`src/rtl/alu_rr_scheduler.sv`:
```
`default_nettype none
// ============================================================================
// Module   : alu_rr_scheduler
// Purpose  : Round-robin scheduler sharing one 4-bit ALU between NREQ
//            requesters. Operands are held on the ALU for ALU_LAT cycles,
//            then result/flags are returned tagged with the requester index.
//            Optional starvation monitor: define ALU_RR_SCHED_STARVE_MON_EN.
// Revision : 1.0 - initial release
// ============================================================================
module alu_rr_scheduler #(
    parameter  int NREQ         = 4,
    parameter  int ALU_LAT      = 6,
    parameter  int STARVE_LIMIT = 64,
    localparam int IDW          = $clog2(NREQ)
) (
    input  logic              clk,
    input  logic              rst,
    input  logic [NREQ-1:0]   req_valid,
    output logic [NREQ-1:0]   req_ready,
    input  logic [4*NREQ-1:0] req_a,
    input  logic [4*NREQ-1:0] req_b,
    input  logic [2*NREQ-1:0] req_op,
    output logic [3:0]        alu_a,
    output logic [3:0]        alu_b,
    output logic [1:0]        alu_op,
    input  logic [3:0]        alu_result,
    input  logic              alu_carry,
    input  logic              alu_zero,
    input  logic              alu_overflow,
    output logic              rsp_valid,
    input  logic              rsp_ready,
    output logic [IDW-1:0]    rsp_id,
    output logic [3:0]        rsp_result,
    output logic              rsp_carry,
    output logic              rsp_zero,
    output logic              rsp_overflow,
    output logic              busy,
    output logic [NREQ-1:0]   starve_flag
);

    localparam int CNTW = (ALU_LAT > 1) ? $clog2(ALU_LAT) : 1;

    typedef enum logic [1:0] {
        IDLE = 2'd0,
        HOLD = 2'd1,
        RESP = 2'd2
    } state_t;

    state_t          state;
    state_t          state_next;
    logic [IDW-1:0]  rr_ptr;
    logic [CNTW-1:0] hold_cnt;
    logic            hold_done;
    logic            grant_vld;
    logic [IDW-1:0]  grant_idx;
    logic [IDW:0]    scan;

    assign hold_done = (hold_cnt == CNTW'(ALU_LAT - 1));
    assign busy      = (state != IDLE);

    // Winner search: scan downward so the lowest rotation offset from rr_ptr wins
    always_comb begin
        grant_vld = 1'b0;
        grant_idx = '0;
        scan      = '0;
        for (int k = NREQ - 1; k >= 0; k--) begin
            scan = {1'b0, rr_ptr} + (IDW+1)'(k);
            if (scan >= (IDW+1)'(NREQ)) begin
                scan = scan - (IDW+1)'(NREQ);
            end
            if (req_valid[scan[IDW-1:0]]) begin
                grant_vld = 1'b1;
                grant_idx = scan[IDW-1:0];
            end
        end
    end

    // One-hot accept strobe, only offered while idle
    always_comb begin
        req_ready = '0;
        if (state == IDLE && grant_vld) begin
            req_ready[grant_idx] = 1'b1;
        end
    end

    // State register
    always_ff @(posedge clk or posedge rst) begin
        if (rst) begin
            state <= IDLE;
        end else begin
            state <= state_next;
        end
    end

    // Next-state logic; in RESP rsp_valid is always high, so rsp_ready alone completes
    always_comb begin
        state_next = state;
        case (state)
            IDLE:    if (grant_vld) state_next = HOLD;
            HOLD:    if (hold_done) state_next = RESP;
            RESP:    if (rsp_ready) state_next = IDLE;
            default: state_next = IDLE;
        endcase
    end

    // Datapath: operand latch on accept, hold counter, response capture/release
    always_ff @(posedge clk or posedge rst) begin
        if (rst) begin
            rr_ptr       <= '0;
            hold_cnt     <= '0;
            alu_a        <= '0;
            alu_b        <= '0;
            alu_op       <= '0;
            rsp_valid    <= 1'b0;
            rsp_id       <= '0;
            rsp_result   <= '0;
            rsp_carry    <= 1'b0;
            rsp_zero     <= 1'b0;
            rsp_overflow <= 1'b0;
        end else begin
            case (state)
                IDLE: begin
                    if (grant_vld) begin
                        alu_a    <= req_a[4*grant_idx +: 4];
                        alu_b    <= req_b[4*grant_idx +: 4];
                        alu_op   <= req_op[2*grant_idx +: 2];
                        rsp_id   <= grant_idx;
                        rr_ptr   <= (grant_idx == IDW'(NREQ - 1)) ? '0 : grant_idx + 1'b1;
                        hold_cnt <= '0;
                    end
                end
                HOLD: begin
                    hold_cnt <= hold_cnt + 1'b1;
                    if (hold_done) begin
                        rsp_result   <= alu_result;
                        rsp_carry    <= alu_carry;
                        rsp_zero     <= alu_zero;
                        rsp_overflow <= alu_overflow;
                        rsp_valid    <= 1'b1;
                    end
                end
                RESP: begin
                    if (rsp_ready) begin
                        rsp_valid <= 1'b0;
                    end
                end
                default: ;
            endcase
        end
    end

`ifdef ALU_RR_SCHED_STARVE_MON_EN
    for (genvar i = 0; i < NREQ; i++) begin : g_starve
        logic [7:0] wait_cnt;
        logic       flag;

        // Saturating wait counter; flag is sticky once the limit is reached
        always_ff @(posedge clk or posedge rst) begin
            if (rst) begin
                wait_cnt <= '0;
                flag     <= 1'b0;
            end else begin
                if (!req_valid[i] || req_ready[i]) begin
                    wait_cnt <= '0;
                end else if (wait_cnt != 8'hFF) begin
                    wait_cnt <= wait_cnt + 8'd1;
                end
                if (wait_cnt == 8'(STARVE_LIMIT)) begin
                    flag <= 1'b1;
                end
            end
        end

        assign starve_flag[i] = flag;
    end
`else
    // No monitor: flags tied low; the limit is still qualified so both builds
    // accept the same parameter set.
    localparam logic LIMIT_IN_RANGE = (STARVE_LIMIT >= 1) && (STARVE_LIMIT <= 255);
    assign starve_flag = {NREQ{1'b0 & LIMIT_IN_RANGE}};
`endif

endmodule
`default_nettype wire

```
`config.mk`:
```
export PLATFORM = sky130hd
export DESIGN_NAME = alu_rr_scheduler
export DESIGN_NICKNAME = d
export VERILOG_FILES = /design/src/rtl/alu_rr_scheduler.sv
export SDC_FILE = /design/constraint.sdc
export NUM_CORES = 1
export LEC_CHECK = 0
export ABC_CLOCK_PERIOD_IN_PS = 2300
export CORE_ASPECT_RATIO = 1.2
export CORE_MARGIN = 1.5
export CORE_UTILIZATION = 30
export CTS_CLUSTER_SIZE = 28
export DETAILED_ROUTE_END_ITERATION = 6
export PLACE_DENSITY = 0.64
export RECOVER_POWER = 50
export SYNTH_ARGS = -nofsm -noshare
export SYNTH_HDL_FRONTEND = slang
export SYNTH_SLANG_ARGS = --single-unit
```
`constraint.sdc`:
```
create_clock -name clk -period 2.3 [get_ports clk]
set_clock_uncertainty 0.15 [all_clocks]
set_input_delay 0.46 -clock clk [delete_from_list [all_inputs] [get_ports clk]]
set_output_delay 0.46 -clock clk [all_outputs]
set_load 0.01 [all_outputs]
```
==> metrics.cfg <==
[critical_path]
crit_type=flip-flop to primary output
cp.arrival_ps=1630
critical_path.max_fanout=5
cp-end-kind=primary output
cp_slowest_cell=dfrtp_2
start_kind=flip-flop
slowest_delay_ps=450
crit_chain=a21o_1 > a21oi_2 > o22ai_2 > buf_4 > and3_1 > buf_2
cp.required_ps=1690

[floorplanning]
start_util=0.3125
rows=29
die-area_um2=5974
die_h_um=84.37
coreArea_um2=5298
fp.dieW_um=70.81
ios=83

[min_path]
hp-class=flip-flop to flip-flop

[synthesis]
synth_top_family_by_area=compound AO/OA/AOI/OAI gates
synth_seq_area_share=0.4082
synth_cells=148
yosysWarnings=0
syn-cell-area_um2=1655
synthAdderAreaFrac=0.01512
yosys-mux-area-fraction=0.1232
synth-simple-area-share=0.09751
synth-compound-area-share=0.2676
synth_xor_area_frac=0.005291
ys_ff_latch=27
postSynthAreaPerCell_um2=11.18
yosysUniqueCellTypes=35

[timing]
setup_tns_ps=0
rsz0062_at_grt=yes
period_needed_ps=2236
setup_violations=0
maxSlewViolCount=0
post-route-period-util=0.9722
hold_ws_ps=363.4
fin_ws_ps=63.87
max_freq_ghz=0.4472
worstMarginPinSlew_ps=710.5
hold_viol=0
max-slew-margin-rel=0.5263

[cells_and_area]
areaGrowthSynthToFinish_pct=57.60
drive_gt1_frac=0.2881
fin_util=0.4924
num-fill-cells=488
n_antenna_cell=0
finalNonFillerCells=305
final_cell_area_um2=2609
nets=300

[global_route]
grt_first_pass_wirelength_um=7093
grt.total_usage=0.1456
grt_pass1_vias=1521
grt_max_degree=28
grt_overflow=0
antenna_found_initial=0

[route]
post_drt_wl_per_cell_um=14.25
drtPass1Iterations=4
drc_errors=0
routed_wl_um=4345
vias=1451
via_per_inst=4.757
drt_iter0_drc=55
drtAntennaViolNets=0

[run]
cap_violations=0

[cts]
cts_max_level=1
clk_latency_ps=260
clkTransAtPathRegs_ps=90
cts_root_buffer=clkbuf_8
holdBufCountCts=0
cts_buffers=3
tritoncts=yes
cts.sinks=27
clock_path_buffers=2

[power_and_ir_drop]
p_total_mw=2.639
ir_worst_vdd_mv=0.4404
p_per_area_nw_per_um2=1011
p_leak_nw=1.098

[status]
status=finished, final reports clean

[placement]
hpwl_um=3334
place_congestion=0.7838
pre_cts_ws_ps=-609.2
place_area_um2=2564
port_buffers=78
dp_cells=299

[state kept, by name (all words and copies together), names as in the netlist, 2 cells and up]
register and count:
alu_b 4, rsp_id 2, hold_cnt 3, alu_op 2, state 2, rr_ptr 2, rsp_result 4, alu_a 4
[cells in the final DEF (no fill, tap or decap), types with 2 or more instances in the layout]
cell type and instances:
clkbuf_2 3, mux2_2 7, a211oi_2 20, buf_4 21, a21o_1 2, a21boi_0 10
clkdlybuf4s50_1 69, dfrtp_1 26, nand2_1 8, inv_1 6, ha_1 2, buf_2 4
mux2i_1 11, conb_1 4, nor2_1 13, o21ai_0 7, clkbuf_8 3, a21oi_2 2
[synth_stat cells (all sizes together)]
cell type	n	share of area
a21o	2	0.0091
nand4b	1	0.0053
and2	2	0.0091
mux2i	11	0.067
inv	6	0.014
ha	2	0.015
nor4	1	0.0076
nand2b	1	0.0038
conb	1	0.0023
mux2	8	0.057
nor2	15	0.039
nand2	9	0.022
dfrtp	27	0.41
nor2b	1	0.0038
a21oi	3	0.0091
xor2	1	0.0053
clkbuf	3	0.0068
a21boi	11	0.050
and3	1	0.0038
o21ai	7	0.021
or2	1	0.0038
o22ai	1	0.0038
buf	9	0.060
o221ai	1	0.0091
o32a	1	0.0060
a211oi	20	0.15
a31oi	1	0.0038
o21a	1	0.0045
[cell families (layout without fill, tap and decap cells)]
| kind of cell | count (synthesis) | count (layout) |
|---|---|---|
| mux | 19 | 19 |
| flops | 27 | 27 |
| simple gates | 32 | 32 |
| compound gates | 48 | 48 |
| other cells | 1 | 4 |
| xor+xnor | 1 | 1 |
| fa+ha+maj | 2 | 2 |
| buf+inv | 18 | 110 |
[repair_timing]
| item | in CTS | in global routing |
|---|---|---|
| resized for setup | 24 | 7 |
| endpoints found under the hold margin | 0 | 0 |
| setup buffers | 1 | 1 |
| setup endpoints to repair | 4 | 3 |
| pin swaps | 3 | 5 |
[layer usage]
| metal | part of all wire | GRT usage | up-vias | routed length (um) |
|---|---|---|---|---|
| met4 | 0.0028 | 0.01544 | 0 | 12 |
| met5 | 0 | 0 | - | 0 |
| li1 | - | - | 712 | - |
| met2 | 0.50 | 0.2566 | 52 | 2154 |
| met1 | 0.42 | 0.1792 | 685 | 1814 |
| met3 | 0.084 | 0.04682 | 2 | 364 |
[power by group]
| group | leakage (nW) | switching, mW | internal [mW] |
|---|---|---|---|
| clock network | 0.0228 | 0.149 | 0.124 |
| registers | 0.307 | 0.144 | 0.709 |
| logic | 0.769 | 0.673 | 0.840 |
[final cells by class]
type	count	area, um^2	share of cell area
sequential	27	676.9	0.2595
clock buffer	4	45.04	0.01727
multi-input combinational	106	873.3	0.3348
timing repair buffer	100	913.4	0.3501
inverter	6	22.52	0.008633
tap	62	77.57	0.02974
[final timing paths]
kind	startpoint	to	slack, ps	cells past startpoint
setup / recovery	rr_ptr[1]	req_ready[1]	60	6
hold / removal	rsp_zero	rsp_zero	360	1
setup reg to reg	rr_ptr[1]	alu_b[0]	320	7
hold reg to reg	rsp_zero	rsp_zero	360	1
max in group asynchronous	rst	rr_ptr[1]	830	3
min in group asynchronous	rst	rsp_result[2]	670	3
[worst max-delay path, delay by kind of cell, from the launching register on]
family                 cells  cell delay (ps)
AO/OA/AOI/OAI              3              460
buffers and inverters      2              280
flip-flops                 1              450
AND/OR/NAND/NOR            1              160
Power figures use the tool's default switching activity.
